`src/rtl/debounce_scheduler.sv`:
```
// rtl/debounce_scheduler.sv - round-robin scanned multi-channel input debouncer with sticky change flags
// Optional registered interrupt output is built only when DEBOUNCE_IRQ_EN is defined.
module debounce_scheduler #(
    parameter int NCH = 8,
    parameter int CW  = 4
) (
    input  logic           clk,
    input  logic           rst_n,
    input  logic           tick_en,
    input  logic [NCH-1:0] bits_in,
    input  logic [CW-1:0]  thresh,
    input  logic [NCH-1:0] chg_ack,
    input  logic [NCH-1:0] irq_mask,
    output logic [NCH-1:0] bits_out,
    output logic [NCH-1:0] chg_flags,
    output logic [3:0]     scan_ch,
    output logic           irq
);
    localparam int PW = (NCH > 1) ? $clog2(NCH) : 1;
    localparam logic [PW-1:0] LAST_CH = PW'(NCH - 1);

    logic [NCH-1:0] sync1_q, sync1_d;
    logic [NCH-1:0] sync2_q, sync2_d;
    logic [PW-1:0]  ptr_q, ptr_d;
    logic [NCH-1:0] last_q, last_d;
    logic [CW-1:0]  cnt_q [NCH];
    logic [CW-1:0]  cnt_d [NCH];
    logic [NCH-1:0] bits_out_q, bits_out_d;
    logic [NCH-1:0] chg_flags_q, chg_flags_d;
    logic [NCH-1:0] chg_set;
    logic           sample;

    always_comb begin
        sync1_d    = bits_in;
        sync2_d    = sync1_q;
        ptr_d      = ptr_q;
        last_d     = last_q;
        bits_out_d = bits_out_q;
        chg_set    = '0;
        sample     = sync2_q[ptr_q];
        for (int i = 0; i < NCH; i++) begin
            cnt_d[i] = cnt_q[i];
        end
        // Only the channel under the scan pointer is evaluated on a tick.
        if (tick_en) begin
            last_d[ptr_q] = sample;
            if (sample != last_q[ptr_q]) begin
                cnt_d[ptr_q] = '0;
            end else if ((cnt_q[ptr_q] >= thresh) && (sample != bits_out_q[ptr_q])) begin
                bits_out_d[ptr_q] = sample;
                chg_set[ptr_q]    = 1'b1;
                cnt_d[ptr_q]      = '0;
            end else if (cnt_q[ptr_q] != {CW{1'b1}}) begin
                cnt_d[ptr_q] = cnt_q[ptr_q] + CW'(1);
            end
            ptr_d = (ptr_q == LAST_CH) ? '0 : ptr_q + PW'(1);
        end
        // A new change wins over an acknowledge landing in the same cycle.
        chg_flags_d = (chg_flags_q & ~chg_ack) | chg_set;
    end

    always_ff @(posedge clk or negedge rst_n) begin
        if (!rst_n) begin
            sync1_q     <= '0;
            sync2_q     <= '0;
            ptr_q       <= '0;
            last_q      <= '0;
            bits_out_q  <= '0;
            chg_flags_q <= '0;
            for (int i = 0; i < NCH; i++) begin
                cnt_q[i] <= '0;
            end
        end else begin
            sync1_q     <= sync1_d;
            sync2_q     <= sync2_d;
            ptr_q       <= ptr_d;
            last_q      <= last_d;
            bits_out_q  <= bits_out_d;
            chg_flags_q <= chg_flags_d;
            for (int i = 0; i < NCH; i++) begin
                cnt_q[i] <= cnt_d[i];
            end
        end
    end

    assign bits_out  = bits_out_q;
    assign chg_flags = chg_flags_q;
    assign scan_ch   = 4'(ptr_q);

`ifdef DEBOUNCE_IRQ_EN
    logic irq_q, irq_d;

    always_comb begin
        irq_d = |(chg_flags_q & irq_mask);
    end

    always_ff @(posedge clk or negedge rst_n) begin
        if (!rst_n) begin
            irq_q <= 1'b0;
        end else begin
            irq_q <= irq_d;
        end
    end

    assign irq = irq_q;
`else
    logic unused_irq_mask;

    assign unused_irq_mask = ^irq_mask;
    assign irq             = 1'b0;
`endif

endmodule

```
`config.mk`:
```
export PLATFORM = sky130hd
export DESIGN_NAME = debounce_scheduler
export DESIGN_NICKNAME = d
export VERILOG_FILES = /design/src/rtl/debounce_scheduler.sv
export SDC_FILE = /design/constraint.sdc
export NUM_CORES = 1
export LEC_CHECK = 0
export BUFFER_PORTS_ARGS = -buffer_cell sky130_fd_sc_hd__buf_2
export CAP_MARGIN = 20
export CELL_PAD_IN_SITES_DETAIL_PLACEMENT = 1
export CELL_PAD_IN_SITES_GLOBAL_PLACEMENT = 1
export CORE_MARGIN = 2
export CORE_UTILIZATION = 42
export DETAILED_ROUTE_END_ITERATION = 10
export GPL_ROUTABILITY_DRIVEN = 1
export PLACE_DENSITY_LB_ADDON = 0.1
export SKIP_CTS_REPAIR_TIMING = 1
export SYNTH_ARGS = -nofsm -noshare
export SYNTH_HDL_FRONTEND = slang
export SYNTH_SLANG_ARGS = --single-unit
```
`constraint.sdc`:
```
create_clock -name clk -period 2.85 [get_ports clk]
set_input_delay 0.57 -clock clk [delete_from_list [all_inputs] [get_ports clk]]
set_output_delay 0.57 -clock clk [all_outputs]
set_load 0.01 [all_outputs]
```
==> flow_metrics.py <==
metrics = {
    "drt": {
        "drt_iter0_drc": 159,
        "vias_per_cell": 5.67,
        "num_vias": 2839,
        "first_pass_iters": 4,
        "highest_layer": "met4",
        "finalWirelength_mm": 10.5,
        "ant_nets": 0,
        "wl_met2_mm": 5.19,
        "wl_met1_mm": 4.64,
        "drc_errors": 0,
        "wl_per_cell_um": 20.9,
        "wl_met3_um": 471,
    },
    "power": {
        "switchingPower_uw": 2580,
        "p_clk_frac": 0.124,
        "netSwitchingFraction": 0.422,
        "seq_power_share": 0.262,
        "powerDensity_mw_per_mm2": 1300,
        "power_frac_comb": 0.615,
        "p_total_uw": 6120,
        "p_int_uw": 3540,
        "vdd_drop_max_mv": 0.536,
        "leakagePower_uw": 0.00216,
    },
    "timing": {
        "fin_ws_ps": -107,
        "max_slew_margin": 0.554,
        "tns_ps": -1470,
        "finalHoldViolCount": 0,
        "final-setup-viol-count": 25,
        "slew_viol_final": 0,
        "fin_crit_sh": 1.04,
        "layout_min_cycle_time_ps": 2960,
        "worst_slew_pin_slew_ps": 669,
        "fmax_mhz": 338,
        "rsz0062_at_grt": "true",
        "finClkSkew_ps": 12.4,
    },
    "yosys": {
        "synth_area_mm2": 0.00370,
        "avgSynthCellArea_um2": 12.6,
        "ys_seq_elements": 75,
        "synth_warnings": 0,
        "synthCells": 293,
        "yosysUniqueCellTypes": 48,
        "ys_seq_area_frac": 0.507,
    },
    "critical_path": {
        "cp-end-kind": "register",
        "required_ps": 3150,
        "arrival_ps": 3250,
        "slowest_delay_ps": 570,
        "worstPathMaxFanout": 6,
        "critPathKind": "register to register",
        "crit_chain": "mux4_2 > mux2i_4 > ha_1 > nand2b_4 > a21o_1 > a31oi_4 > buf_12 > o21ai_4 > buf_6 > nor2b_4 > clkbuf_16 > a32o_1",
        "slowest_stage": "mux4_2",
        "worstSetupStartpointType": "register",
    },
    "global_routing": {
        "grt_pass1_vias": 2862,
        "grt_remaining_overflow": 0,
        "grt_use_total": 0.212,
        "grt_max_degree": 52,
        "grt_pass1_wl_mm": 15.7,
        "antenna_found_initial": 0,
    },
    "place": {
        "gp_congestion": 0.789,
        "post-dp-hpwl_mm": 6.99,
        "port_buffers": 41,
    },
    "cells_and_area": {
        "finalNetCount": 426,
        "diodes": 0,
        "final_layout_size_suffix_gt1_frac": 0.399,
        "area_delta_synth_final_pct": 26.9,
    },
    "worst_hold_path": {
        "worstHoldPathType": "primary input to asynchronous set/reset pin",
    },
    "job": {
        "drv_cap": 0,
    },
    "clock_network": {
        "path_clk_slew_ps": 90,
        "root_buffer": "clkbuf_8",
        "clock-sinks": 75,
        "htreeDepth": 3,
        "cts_buffers": 9,
        "clock_insertion_delay_worst_skew_ps": 360,
        "cts_max_path_buffers": 2,
        "cts_tree": "done",
    },
    "floorplan": {
        "die_h_um": 97.8,
        "ios": 52,
        "start_util": 0.428,
        "dieArea_mm2": 0.00957,
        "fp.coreArea_mm2": 0.00864,
        "row_count": 34,
        "fp.dieW_um": 97.8,
    },
    "status": {
        "violations": "setup timing",
        "status": "finished, violations left",
    },
}
[Yosys cell counts (all sizes together)]
master | n | area share
a31oi | 11 | 0.020
nand2 | 11 | 0.012
o21ai | 15 | 0.022
mux4 | 12 | 0.076
and3 | 1 | 0.0030
clkbuf | 2 | 0.0020
dfrtp | 75 | 0.51
mux2 | 5 | 0.015
nand2b | 6 | 0.010
o22ai | 10 | 0.019
or2b | 1 | 0.0020
nor3 | 2 | 0.0027
ha | 7 | 0.024
nor2 | 20 | 0.020
conb | 1 | 0.0010
mux2i | 9 | 0.031
nor2b | 5 | 0.010
a211o | 1 | 0.0024
nand4 | 1 | 0.0017
o2bb2ai | 8 | 0.019
inv | 13 | 0.013
xor2 | 12 | 0.033
a32o | 24 | 0.065
a21boi | 1 | 0.0020
a21o | 2 | 0.0041
and4b | 1 | 0.0027
nor3b | 1 | 0.0020
a211oi | 2 | 0.0054
a21oi | 13 | 0.018
o211ai | 1 | 0.0058
nand3 | 5 | 0.0081
buf | 15 | 0.039
[kinds of logic (layout without fill, tap and decap cells)]
| kind of cell | Yosys count | count (layout) | share of synthesized area |
|---|---|---|---|
| other | 1 | 2 | 0.00101 |
| adder cells (fa/ha/maj) | 7 | 7 | 0.0237 |
| XOR/XNOR | 12 | 12 | 0.0335 |
| AND/OR/NAND/NOR | 54 | 55 | 0.0751 |
| buffers and inverters | 30 | 127 | 0.0545 |
| multiplexers | 26 | 26 | 0.122 |
| AO/OA/AOI/OAI | 88 | 89 | 0.182 |
| flip-flops | 75 | 75 | 0.507 |
[state kept, by name (all words and copies together), names as in the netlist]
| register | cells |
|---|---|
| bits_out | 8 |
| chg_flags | 8 |
| cnt_q | 32 |
| last_q | 8 |
| ptr_q | 3 |
| sync1_q | 8 |
| sync2_q | 8 |
[per-stage QoR]
step | setup slack [ps] | area (um2) | cells | util | hold slack [ps]
5_1_grt | -187 | 4690 | 501 | 0.543 | 298
4_1_cts | -246 | 4370 | 480 | 0.506 | 281
3_3_place_gp | -189 | 4190 | 464 | 0.485 | 332
2_1_floorplan | -46.6 | 3720 | 294 | - | 274
3_5_place_dp | -236 | 4190 | 464 | 0.485 | 336
6_report | -107 | 4690 | 501 | 0.543 | 243
[power by group through the flow]
stage                     combinational, uW  sequential [uW]  clock [uW]
after CTS                              2670             1600         773
after global routing                   4000             1640         819
final                                  3760             1600         757
after global placement                 2600             1600           0
after detailed placement               2660             1620           0
after floorplan                        1950             1570           0
[per-layer routing]
layer	vias up	GRT usage
li1	1298	-
met1	1459	0.290
met3	13	0.0465
met4	0	0.0545
met5	-	0
met2	69	0.348
[cell usage in the layout (no fill, tap or decap), types with 6 or more instances in the layout]
master	n
xor2_1	11
a21oi_1	13
o2bb2ai_1	7
nand2_1	10
nor2_1	20
clkbuf_8	10
ha_1	6
buf_2	40
inv_1	11
mux4_2	10
a31oi_1	9
buf_6	6
buf_4	48
a32o_1	24
mux2i_1	6
o21ai_0	7
o22ai_1	9
dfrtp_1	72
[final timing paths]
path	from	endpoint	slack, ps	cells past startpoint
setup reg to reg	ptr_q[0]	cnt_q[15]	-110	12
max in group asynchronous	rst_n	last_q[4]	1930	2
hold reg to reg	sync1_q[1]	sync2_q[1]	350	0
min in group clk	bits_in[0]	sync1_q[0]	310	1
hold / removal	rst_n	chg_flags[5]	240	1
setup / recovery	ptr_q[0]	cnt_q[15]	-110	12
[cell type report]
type,count,area [um2]
clock buffer,10,138
tap,108,135
timing repair buffer,98,713
clock inverter,6,40.0
sequential,75,1880
multi-input combinational,191,1740
fill,909,3940
inverter,13,48.8
[worst max-delay path: cells and delay by family, from the launching register on]
family,cells,cell delay [ps]
buf+inv,3,490
flops,1,440
mux,2,760
fa+ha+maj,1,250
simple gates,2,310
compound gates,4,630
(Power assumes the default switching activity.)
